<file path="src/rtl/collision_scanner.sv">
// Sequential player-vs-bullets hitbox scanner: snapshot on start, one slot per clock.
// Optional COLLISION_EARLY_EXIT_EN: stop at the first hit instead of scanning every slot.

module collision_axis #(
    parameter int COORD_W = 8
) (
    input  logic [COORD_W-1:0] p,
    input  logic [COORD_W-1:0] lp,
    input  logic [COORD_W-1:0] b,
    input  logic [COORD_W-1:0] lb,
    output logic               hit
);
    logic [COORD_W-1:0] diff;
    logic [COORD_W:0]   half_sum;

    // Larger-minus-smaller keeps the distance exact; the half-sum needs the carry bit.
    always_comb begin
        diff     = (p >= b) ? (p - b) : (b - p);
        half_sum = {1'b0, lp >> 1} + {1'b0, lb >> 1};
        hit      = ({1'b0, diff} <= half_sum);
    end
endmodule

module collision_scanner #(
    parameter int COORD_W   = 8,
    parameter int N_BULLETS = 8,
    parameter int IDX_W     = 3
) (
    input  logic                         clk,
    input  logic                         reset,
    input  logic                         start,
    input  logic [COORD_W-1:0]           px,
    input  logic [COORD_W-1:0]           py,
    input  logic [COORD_W-1:0]           lpx,
    input  logic [COORD_W-1:0]           lpy,
    input  logic [N_BULLETS*COORD_W-1:0] bx,
    input  logic [N_BULLETS*COORD_W-1:0] by,
    input  logic [N_BULLETS*COORD_W-1:0] lbx,
    input  logic [N_BULLETS*COORD_W-1:0] lby,
    input  logic [N_BULLETS-1:0]         bValid,
    output logic                         busy,
    output logic                         isDone,
    output logic                         isCollide,
    output logic [N_BULLETS-1:0]         hitMask,
    output logic [IDX_W-1:0]             hitIdx,
    output logic [IDX_W:0]               hitCount
);
    localparam logic [IDX_W-1:0] LAST = IDX_W'(N_BULLETS - 1);

    typedef enum logic [1:0] {IDLE, SCAN, DONE} state_t;

    typedef struct packed {
        logic [COORD_W-1:0] x;
        logic [COORD_W-1:0] y;
        logic [COORD_W-1:0] lx;
        logic [COORD_W-1:0] ly;
    } box_t;

    state_t state, state_nxt;
    logic   load, step, finish;

    box_t                              player_q;
    logic [N_BULLETS-1:0][COORD_W-1:0] bx_q, by_q, lbx_q, lby_q;
    logic [N_BULLETS-1:0]              valid_q;
    logic [IDX_W-1:0]                  idx;

    // Lane 0 is the X axis, lane 1 the Y axis, both looking at slot idx.
    logic [1:0][COORD_W-1:0] ax_p, ax_lp, ax_b, ax_lb;
    logic [1:0]              ax_hit;
    logic                    slot_hit;

    assign ax_p  = {player_q.y,  player_q.x};
    assign ax_lp = {player_q.ly, player_q.lx};
    assign ax_b  = {by_q[idx],   bx_q[idx]};
    assign ax_lb = {lby_q[idx],  lbx_q[idx]};

    generate
        for (genvar a = 0; a < 2; a++) begin : g_axis
            collision_axis #(.COORD_W(COORD_W)) u_axis (
                .p   (ax_p[a]),
                .lp  (ax_lp[a]),
                .b   (ax_b[a]),
                .lb  (ax_lb[a]),
                .hit (ax_hit[a])
            );
        end
    endgenerate

    assign slot_hit = valid_q[idx] & ax_hit[0] & ax_hit[1];

    always_ff @(posedge clk or posedge reset) begin
        if (reset) state <= IDLE;
        else       state <= state_nxt;
    end

    always_comb begin
        state_nxt = state;
        load      = 1'b0;
        step      = 1'b0;
        finish    = 1'b0;
        case (state)
            IDLE: begin
                if (start) begin
                    load      = 1'b1;
                    state_nxt = SCAN;
                end
            end
            SCAN: begin
                step = 1'b1;
`ifdef COLLISION_EARLY_EXIT_EN
                if (slot_hit || idx == LAST) state_nxt = DONE;
`else
                if (idx == LAST) state_nxt = DONE;
`endif
            end
            DONE: begin
                finish    = 1'b1;
                state_nxt = IDLE;
            end
            default: state_nxt = IDLE;
        endcase
    end

    always_ff @(posedge clk or posedge reset) begin
        if (reset) begin
            player_q  <= '0;
            bx_q      <= '0;
            by_q      <= '0;
            lbx_q     <= '0;
            lby_q     <= '0;
            valid_q   <= '0;
            idx       <= '0;
            busy      <= 1'b0;
            isDone    <= 1'b0;
            isCollide <= 1'b0;
            hitMask   <= '0;
            hitIdx    <= '0;
            hitCount  <= '0;
        end else begin
            isDone <= finish;
            if (load) begin
                player_q  <= '{x: px, y: py, lx: lpx, ly: lpy};
                bx_q      <= bx;
                by_q      <= by;
                lbx_q     <= lbx;
                lby_q     <= lby;
                valid_q   <= bValid;
                idx       <= '0;
                busy      <= 1'b1;
                isCollide <= 1'b0;
                hitMask   <= '0;
                hitIdx    <= '0;
                hitCount  <= '0;
            end
            if (step) begin
                idx <= idx + 1'b1;
                if (slot_hit) begin
                    hitMask[idx] <= 1'b1;
                    hitCount     <= hitCount + 1'b1;
                    isCollide    <= 1'b1;
                    // isCollide still low means this is the first hit of the scan.
                    if (!isCollide) hitIdx <= idx;
                end
            end
            if (finish) busy <= 1'b0;
        end
    end
endmodule

</file>
<file path="config.mk">
export PLATFORM = sky130hd
export DESIGN_NAME = collision_scanner
export DESIGN_NICKNAME = d
export VERILOG_FILES = /design/src/rtl/collision_scanner.sv
export SDC_FILE = /design/constraint.sdc
export NUM_CORES = 1
export LEC_CHECK = 0
export ABC_AREA = 1
export CORE_UTILIZATION = 56
export CTS_CLUSTER_SIZE = 25
export DETAILED_ROUTE_END_ITERATION = 10
export HOLD_SLACK_MARGIN = 0.08
export PLACE_DENSITY = 0.86
export SLEW_MARGIN = 10
export SYNTH_ARGS = -nofsm -noshare
export SYNTH_HDL_FRONTEND = slang
export SYNTH_SLANG_ARGS = --single-unit
</file>
<file path="constraint.sdc">
create_clock -name clk -period 24.7 [get_ports clk]
set_input_delay 4.94 -clock clk [delete_from_list [all_inputs] [get_ports clk]]
set_output_delay 4.94 -clock clk [all_outputs]
set_load 0.005 [all_outputs]
</file>
Word-level counts from Yosys, hierarchy flattened
Index checks and enable logic that the tools add are counted.

Multipliers: 0. Reductions and logical operators: 5. Add/subtract/negate cells: 8. Mux-type cells: 38. Divide/modulo/power cells: 0. Equality and inequality tests: 5. Shift-type cells: 0. Bitwise operators: 3. $lt $le $gt $ge: 6.

Operator list (count): binary-select mux 8 bit (select 3 bit) (4); two-way mux 8 bit (9); subtractor 8 bit (4); two-way mux 3 bit (6); adder 7 x 7 -> 8 bit (2); greater-or-equal comparator 8 bit (2); less-or-equal comparator 8 bit (2); two-way mux 4 bit (3); two-way mux 1 bit (11); OR 8 bit (1); adder 4 x 1 -> 4 bit, second input constant (1); less-than comparator 3 x 4 -> 1 bit, second input constant (1); two-way mux 2 bit (2); inequality test 2 bit, second input constant (2); one-hot mux 2 bit (2 select lines) (1); nonzero test 2 bit (2); adder 3 x 1 -> 3 bit, second input constant (1); binary-select mux 1 bit (select 3 bit) (1); demux 1 bit (select 3 bit) (1); equality test 3 bit, second input constant (1); greater-or-equal comparator 3 x 1 -> 1 bit, second input constant (1); bitwise AND 1 bit (2); equality test 2 x 1 -> 1 bit, second input constant (1); equality test 2 bit, second input constant (1); other kinds (3) (3).

Memories: 0. Latch bits: 0. Register bits: 319. Word-level logic and storage cells: 110. Output and inout bits: 18. RAM bits: 0. Memory bits (read-only): 0.

Depth between registers and ports, before layout
Gate-level depths: netlist (run 1).

Word-level depth: 9. Depth in mapped cells: 29. Depth with buffers taken out: 28.

Cells and area by module
Synthesis (run 1) repeated with hierarchy kept, for this count alone.

Cells, all modules: 2124. Area, all modules: 16405.7 µm².

By module, submodules not included: collision_scanner (times used 1, area each 13825.8 µm², seq. area each 7982.7 µm², cells each 1695); collision_axis (g_axis[1].u_axis) (times used 1, area each 1296.2 µm², seq. area each 0.0 µm², cells each 214); collision_axis (g_axis[0].u_axis) (times used 1, area each 1283.7 µm², seq. area each 0.0 µm², cells each 215).

Least setup slack after synthesis (run 1)
Ideal clock, no wire load.

Path type: input-to-reg. From: input port start. To: register state[0]. Library setup time: 142 ps. Required time: 24558 ps. Buffers on the path: 2. Setup slack: 18810 ps. Stages: 6. Data arrival time: 5748 ps. Cells stage by stage: nand2_1 > nor2_2 > inv_2 > buf_2 > clkbuf_1 > o21ai_0.

Word-level cells in the longest chain between the ends: 2.

RTL lines: start, declared (line 31) `input logic start,`; inequality test 2 bit (no source line); AND reduction 2 bit (no source line); end signal, assigned (line 93) `else state <= state_nxt;`; end, declared (line 59) `state_t state, state_nxt;`.

No other way between the ends. A chain may end at the register's enable or synchronous reset.

Worst setup path after layout (run 1)
From: input port start. To: register bx_q[59] (netlist name).

Word-level cells in the longest chain between the ends: 2.

RTL lines: two-way mux 1 bit (line 103) `if (start) begin`; two-way mux 1 bit (line 101) `case (state)`; end signal, assigned (line 127) `bx_q <= '0;`; end signal, assigned (line 143) `bx_q <= bx;`; end, declared (line 63) `logic [N_BULLETS-1:0][COORD_W-1:0] bx_q, by_q, lbx_q, lby_q;`.

No other way between the ends.

==> results of run 1 <==
==> per-layer routing <==
metal | global-route usage | wire, µm | vias up
li1 | - | - | 6832
met1 | 0.4224 | 18560 | 6687
met2 | 0.5176 | 20560 | 575
met3 | 0.04676 | 2901 | 118
met4 | 0.1320 | 1869 | 2
met5 | 0 | 13 | -
==> logic make-up after synthesis <==
logic type      synth area share
simple gates              0.2593
xor+xnor                 0.01746
fa+ha+maj                0.05842
flops                     0.4844
buf+inv                  0.06196
compound gates            0.1185
==> stage by stage <==
step / hold slack (ns) / power, mW / utilization / std cells
after CTS: 0.4685 / 3.264 / 0.7295 / 2639
after global routing: 0.4854 / 3.594 / 0.7296 / 2640
after global placement: 0.4482 / 2.660 / 0.6884 / 2581
after floorplan: 0.4366 / 2.227 / - / 2006
final: 0.4653 / 3.270 / 0.7296 / 2640
after detailed placement: 0.4534 / 2.738 / 0.6884 / 2581
==> cells in the final DEF, fill, tap and decap left out, types with 4 or more instances in the layout <==
cell / Yosys / routed
sky130_fd_sc_hd__nand3_1: 21 / 21
sky130_fd_sc_hd__nand2_1: 883 / 883
sky130_fd_sc_hd__inv_2: 7 / 7
sky130_fd_sc_hd__ha_1: 63 / 63
sky130_fd_sc_hd__a21oi_1: 58 / 58
sky130_fd_sc_hd__clkbuf_16: 0 / 31
sky130_fd_sc_hd__o21bai_1: 4 / 4
sky130_fd_sc_hd__o21a_1: 27 / 27
sky130_fd_sc_hd__o2111ai_1: 14 / 14
sky130_fd_sc_hd__dfrtp_1: 301 / 300
sky130_fd_sc_hd__o211ai_1: 30 / 30
sky130_fd_sc_hd__nor2_1: 114 / 113
sky130_fd_sc_hd__o21ai_0: 178 / 178
sky130_fd_sc_hd__xnor2_1: 7 / 7
sky130_fd_sc_hd__bufinv_16: 0 / 5
sky130_fd_sc_hd__nand4_1: 21 / 21
sky130_fd_sc_hd__clkinv_2: 0 / 7
sky130_fd_sc_hd__clkbuf_8: 0 / 8
sky130_fd_sc_hd__xor2_1: 24 / 24
sky130_fd_sc_hd__clkdlybuf4s50_1: 0 / 298
sky130_fd_sc_hd__fa_1: 6 / 6
sky130_fd_sc_hd__inv_1: 124 / 122
sky130_fd_sc_hd__o21ai_1: 5 / 5
sky130_fd_sc_hd__buf_4: 1 / 10
==> state kept, by name, summed over array words and instances (netlist names) <==
| register | cells |
|---|---|
| busy | 1 |
| bx_q | 64 |
| hitCount | 4 |
| isDone | 1 |
| by_q | 64 |
| lbx_q | 56 |
| isCollide | 1 |
| hitMask | 8 |
| hitIdx | 3 |
| valid_q | 8 |
| lby_q | 56 |
| state | 2 |
| ax_lp | 14 |
| idx | 3 |
| ax_p | 16 |
==> layout make-up <==
cell class / instances / area [µm²]
inverter: 131 / 504.2
antenna: 1 / 2.502
clock buffer: 42 / 897.1
tap: 372 / 465.4
fill: 2078 / 7327
clock inverter: 16 / 219.0
sequential: 301 / 7536
multi-input combinational: 1468 / 7072
timing repair buffer: 309 / 3078
==> Yosys cell counts (4+ instances only) <==
library cell,instances
sky130_fd_sc_hd__a21oi_1,58
sky130_fd_sc_hd__nor2_1,114
sky130_fd_sc_hd__xnor2_1,7
sky130_fd_sc_hd__o21bai_1,4
sky130_fd_sc_hd__xor2_1,24
sky130_fd_sc_hd__nand4_1,21
sky130_fd_sc_hd__buf_1,5
sky130_fd_sc_hd__buf_2,54
sky130_fd_sc_hd__nand2_1,883
sky130_fd_sc_hd__o2111ai_1,14
sky130_fd_sc_hd__nand3_1,21
sky130_fd_sc_hd__inv_2,7
sky130_fd_sc_hd__inv_1,124
sky130_fd_sc_hd__ha_1,63
sky130_fd_sc_hd__o21a_1,27
sky130_fd_sc_hd__clkbuf_1,44
sky130_fd_sc_hd__o21ai_1,5
sky130_fd_sc_hd__fa_1,6
sky130_fd_sc_hd__o211ai_1,30
sky130_fd_sc_hd__dfrtp_1,301
sky130_fd_sc_hd__o21ai_0,178
==> tightest hold or removal path, stage by stage (launching register included) <==
cell	delay, ns
sky130_fd_sc_hd__dfrtp_1	0.34
sky130_fd_sc_hd__nand2_1	0.05
sky130_fd_sc_hd__nand2_1	0.05
==> path summary, 6_finish.rpt <==
kind / startpoint / endpoint / slack, ns / cells past startpoint
max in group asynchronous: reset / idx[0] / 18.08 / 3
hold / removal: lbx_q[33] / lbx_q[33] / 0.47 / 2
hold reg to reg: lbx_q[33] / lbx_q[33] / 0.47 / 2
setup reg to reg: idx[0] / hitCount[3] / 19.19 / 26
min in group asynchronous: reset / bx_q[37] / 4.90 / 2
setup / recovery: start / bx_q[59] / 17.15 / 8
==> power by group through the flow <==
stage                     combinational [mW]  sequential (mW)  clock (mW)
final                                   1.91            0.856       0.506
after detailed placement                1.88            0.857           0
after global routing                    2.18            0.882       0.530
after global placement                  1.81            0.845           0
after CTS                               1.90            0.854       0.510
after floorplan                         1.41            0.815           0
==> results_dict.tcl, run 1 <==
set metrics [dict create \
    run_status "finished, final reports clean" \
    finalWeightedCongestion 0.9014 \
    cell_breakdown_of_the_critical_path "clkdlybuf4s50_1 -> nand2_1 -> nor2_4 -> buf_4 -> inv_6 -> buf_4 -> nand2_1 -> nand2_1" \
    synth_top_area_frac 0.4844 \
    syn_inst 2006 \
    globalRoute.totalOverflow 0 \
    skew_ns 0.01997 \
    nNetsFinal 2610 \
    route.vias.total 14210 \
    synth_top_cells_by_area "sky130_fd_sc_hd__dfrtp_1, sky130_fd_sc_hd__nand2_1, sky130_fd_sc_hd__o21ai_0, sky130_fd_sc_hd__ha_1, sky130_fd_sc_hd__inv_1" \
    preCtsSetupSlack_ns 16.61 \
    drt.antenna.violating_nets 0 \
    clock_transition_at_path_regs_ns 0.06 \
    share_of_post_route_cells_with_drive_strength_above_1 0.03661 \
    place_hpwl_um 30300 \
    detail_route.first_pass.iterations 5 \
    comb_power_share 0.583 \
    vdd_drop_max_mv 0.1429 \
    critical-path-slowest-cell "sky130_fd_sc_hd__buf_4" \
    worstSetupEndpointType "flop" \
    die_area_mm2 0.02844 \
    grt_first_pass_wirelength_um 71160 \
    syn_to_final_growth_pct 27.16 \
    synthArstFlopShare 1.000 \
    share_clk_of_total_power 0.155 \
    ys_dominant_reg_cell "sky130_fd_sc_hd__dfrtp_1" \
    die_w_um 168.6 \
    fin_crit_period_ns 7.548 \
    switching_power_mw 1.536 \
    grt_max_degree 187 \
    critical_path.top_delay_family "buffers and inverters" \
    post-cts-setup-buffer-count 0 \
    tritoncts "built" \
    grt_antenna_before_repair 2 \
    dieHeight_um 168.6 \
    postSynthRegisterBits 301 \
    grt_resource_usage_total 0.3158 \
    netlist.top_cell.by_area "sky130_fd_sc_hd__dfrtp_1" \
    worstPathArrival_ns 8.04 \
    netSwitchingFraction 0.4696 \
    timing.critical_path.buf_inv 4 \
    cts_hold_buffers 0 \
    syn_area_per_cell_um2 7.752 \
    worst_hold_path_type "reg2reg" \
    syn_area_mm2 0.01555 \
    powerDensity_mw_per_mm2 165.4 \
    cts.path.max_buffers 3 \
    path_max_fanout 126 \
    dpl_cell_area_mm2 0.01866 \
    clockRootBuffer "sky130_fd_sc_hd__clkbuf_16" \
    core_mm2 0.02710 \
    max_freq_ghz 0.1325 \
    edff_count_synth 0 \
    internal_power_mw 1.734 \
    power_frac_seq 0.262 \
    top_level_ports 317 \
    layout_setup_ws_ns 17.15 \
    grt_setup_unrepaired "no" \
    route.detailed.wl_per_inst_um 16.63 \
    htree_num_levels 1 \
    maxCapViolations 0 \
    clock_latency_ns 0.57 \
    route.final.wire_length_um 43910 \
    number_of_distinct_library_cell_variants_in_the_gate_level_netlist_after_synthesis 32 \
    crit_required_ns 25.19 \
    cpPeakStageDelay_ns 1.06 \
    timing.max_slew.rel_slack 0.1613 \
    initial_core_util 0.5738 \
    finalSetupViolCount 0 \
    post_synthesis_net_count 2374 \
    tightestPinTransition_ns 1.258 \
    numPortBuffers 298 \
    stdcell_area_mm2 0.01977 \
    critical_path_class "in2reg" \
    remaining_drc_errors 0 \
    critical_path.startpoint_type "input port" \
    synth.yosys.warnings 0 \
    vias_in_the_first_global_route 14070 \
    fin_setup_tns_ns 0 \
    timing_hold_violations_final 0 \
    period_share 0.3056 \
    cts_made_buffers 31 \
    row_count 60 \
    final_max_slew_viol_count 0 \
    p_leak_nw 9.830 \
    detailedRoute.firstIterationViolations 1300 \
    critical-path-top-cell-by-count "sky130_fd_sc_hd__nand2_1" \
    avgViaCountPerCell 5.384 \
    cts.sinks 301 \
    postCtsResizedCells 0 \
    ys_seq_area_frac 0.4844 \
]
Power figures use the tool's default switching activity.
==> inputs of run 2 (changes only) <==
- CORE_UTILIZATION: 56 -> 52
- PLACE_DENSITY: 0.86 -> 0.81
- clock period: 24.7 -> 7.1 ns (I/O delays scaled with it)
==> run 2 against run 1 <==
- sequential share of layout area hardly changed
- worst hold slack better by 0.00077 ns
- combinational power grew to 3.5 times the previous value
- clock power grew to 3.3 times the previous value
- setup slack worse by 15 ns
- critical path depth is 10 higher
- via count is 1.3% lower
- core utilization is 5.0 points lower
- critical path type is now reg2reg
- largest cell class unchanged
==> results_dict.tcl, run 2 (synthesis gave the netlist of run 1 again) <==
set metrics [dict create \
    run_status "finished, final reports clean" \
    final-seq-area_mm2 0.007536 \
    critical_path_class "reg2reg" \
    clockRootBuffer "sky130_fd_sc_hd__clkbuf_16" \
    grt_antenna_before_repair 1 \
    remaining_drc_errors 0 \
    crit_required_ns 7.53 \
    number_of_inserted_filler_cells_in_the_final_layout 2378 \
    powerDensity_mw_per_mm2 571.1 \
    layout.cells.most_common_list "sky130_fd_sc_hd__nand2_1, sky130_fd_sc_hd__dfrtp_1, sky130_fd_sc_hd__clkdlybuf4s50_1, sky130_fd_sc_hd__o21ai_0, sky130_fd_sc_hd__inv_1" \
    core_mm2 0.02909 \
    biggestRegsByFlops "bx_q (64), by_q (64)" \
    die_w_um 174.9 \
    report.power.total_mw 11.29 \
    fin_setup_tns_ns 0 \
    grt_first_pass_wirelength_um 70730 \
    period_share 0.7162 \
    layout_setup_ws_ns 2.015 \
    worstSetupEndpointType "flop" \
    fin_crit_period_ns 5.085 \
    cts_hold_buffers 0 \
    cts.path.max_buffers 3 \
    grt_max_degree 203 \
    vdd_drop_max_mv 0.4654 \
    tightestPinTransition_ns 1.121 \
    stdcell_area_mm2 0.01976 \
    grt_setup_unrepaired "no" \
    multiInputGateArea_mm2 0.007072 \
    initial_core_util 0.5345 \
    clock_latency_ns 0.56 \
    p_leak_nw 9.811 \
    grt_resource_usage_total 0.2885 \
    path_max_fanout 54 \
    critical_path.startpoint_type "flop" \
    numPortBuffers 298 \
    route.detailed.wl_per_inst_um 16.49 \
    n_antenna_cell 0 \
    route.final.wire_length_um 43710 \
    stdcell_count 2650 \
    fin_worst_hold_slack_ns 0.4660 \
    syn_to_final_growth_pct 27.08 \
    skew_ns 0.01903 \
    final_core_utilization 0.6793 \
    finalSetupViolCount 0 \
    dp_cells 2593 \
    final_max_slew_viol_count 0 \
    post-cts-setup-buffer-count 0 \
    avgViaCountPerCell 5.294 \
    max_freq_ghz 0.1966 \
    preCtsSetupSlack_ns 2.191 \
    route.vias.total 14030 \
    detailedRoute.firstIterationViolations 1162 \
    worstPathArrival_ns 5.52 \
    tritoncts "built" \
    timing_hold_violations_final 0 \
    htree_num_levels 1 \
    nNetsFinal 2610 \
    cts.sinks 301 \
    detail_route.first_pass.iterations 6 \
    clock_transition_at_path_regs_ns 0.06 \
    layout.cells.most_common "sky130_fd_sc_hd__nand2_1" \
    dpl_cell_area_mm2 0.01869 \
    top_level_ports 317 \
    die_area_mm2 0.03060 \
    place_hpwl_um 30570 \
    globalRoute.totalOverflow 0 \
    cts_made_buffers 31 \
    maxCapViolations 0 \
    vias_in_the_first_global_route 13800 \
    finalWeightedCongestion 0.8759 \
    timing.max_slew.rel_slack 0.2528 \
    dieHeight_um 174.9 \
    worst_hold_path_type "reg2reg" \
    share_of_post_route_cells_with_drive_strength_above_1 0.03530 \
    drt.antenna.violating_nets 0 \
    row_count 62 \
    postCtsResizedCells 0 \
]
[run 2: changes by cell type in the layout (fill, tap and decap cells not counted)]
cell	delta
sky130_fd_sc_hd__buf_12	+2
sky130_fd_sc_hd__diode_2	-1
sky130_fd_sc_hd__inv_8	-1
sky130_fd_sc_hd__clkinv_4	-1
sky130_fd_sc_hd__clkbuf_1	+2
sky130_fd_sc_hd__clkbuf_8	+2
sky130_fd_sc_hd__buf_4	-2
sky130_fd_sc_hd__bufinv_16	-2
sky130_fd_sc_hd__clkinv_2	-1
[run 2: final cells by class]
type / instances / area share
clock buffers: 46 / 0.04717
flip-flops and latches: 301 / 0.3813
inverters: 131 / 0.02533
clock inverters: 11 / 0.006965
well taps: 384 / 0.02431
multi-input cells: 1468 / 0.3579
repair buffers: 309 / 0.1570
[run 2: path summary, 6_finish.rpt]
| kind | startpoint | end | slack, ns | depth (start not counted) |
|---|---|---|---|---|
| setup / recovery | idx[0] | hitCount[3] | 2.01 | 18 |
| hold / removal | lby_q[37] | lby_q[37] | 0.47 | 2 |
| max in group asynchronous | reset | idx[0] | 4.38 | 3 |
| min in group asynchronous | reset | bx_q[45] | 1.40 | 2 |
| setup reg to reg | idx[0] | hitCount[3] | 2.01 | 18 |
| hold reg to reg | lby_q[37] | lby_q[37] | 0.47 | 2 |
[run 2: metal layers]
layer  share of wire  track usage
met4           0.030      0.08768
met2            0.47       0.4711
met3           0.058      0.04308
met5         0.00025            0
met1            0.44       0.3980
[run 2: critical path, stage by stage, from the launching register on]
cell	delay, ns
sky130_fd_sc_hd__dfrtp_4	0.76
sky130_fd_sc_hd__inv_2	0.48
sky130_fd_sc_hd__o21ai_0	0.56
sky130_fd_sc_hd__nand4_1	0.31
sky130_fd_sc_hd__ha_1	0.47
sky130_fd_sc_hd__a21oi_1	0.24
sky130_fd_sc_hd__o21ai_0	0.11
sky130_fd_sc_hd__a21oi_1	0.15
sky130_fd_sc_hd__nand2_1	0.22
sky130_fd_sc_hd__o21ai_0	0.30
sky130_fd_sc_hd__inv_1	0.09
sky130_fd_sc_hd__ha_1	0.30
sky130_fd_sc_hd__nand2_1	0.07
sky130_fd_sc_hd__nor2_1	0.14
sky130_fd_sc_hd__nand4_1	0.13
sky130_fd_sc_hd__nand2_1	0.19
sky130_fd_sc_hd__nand3_4	0.17
sky130_fd_sc_hd__nand3_1	0.12
sky130_fd_sc_hd__nand2_1	0.08
[run 2: where the power goes]
group	switching, mW	internal, mW	total [mW]
Clock	0.671	1.01	1.68
Sequential	0.461	2.51	2.97
Combinational	4.18	2.45	6.63
Total	5.31	5.97	11.3
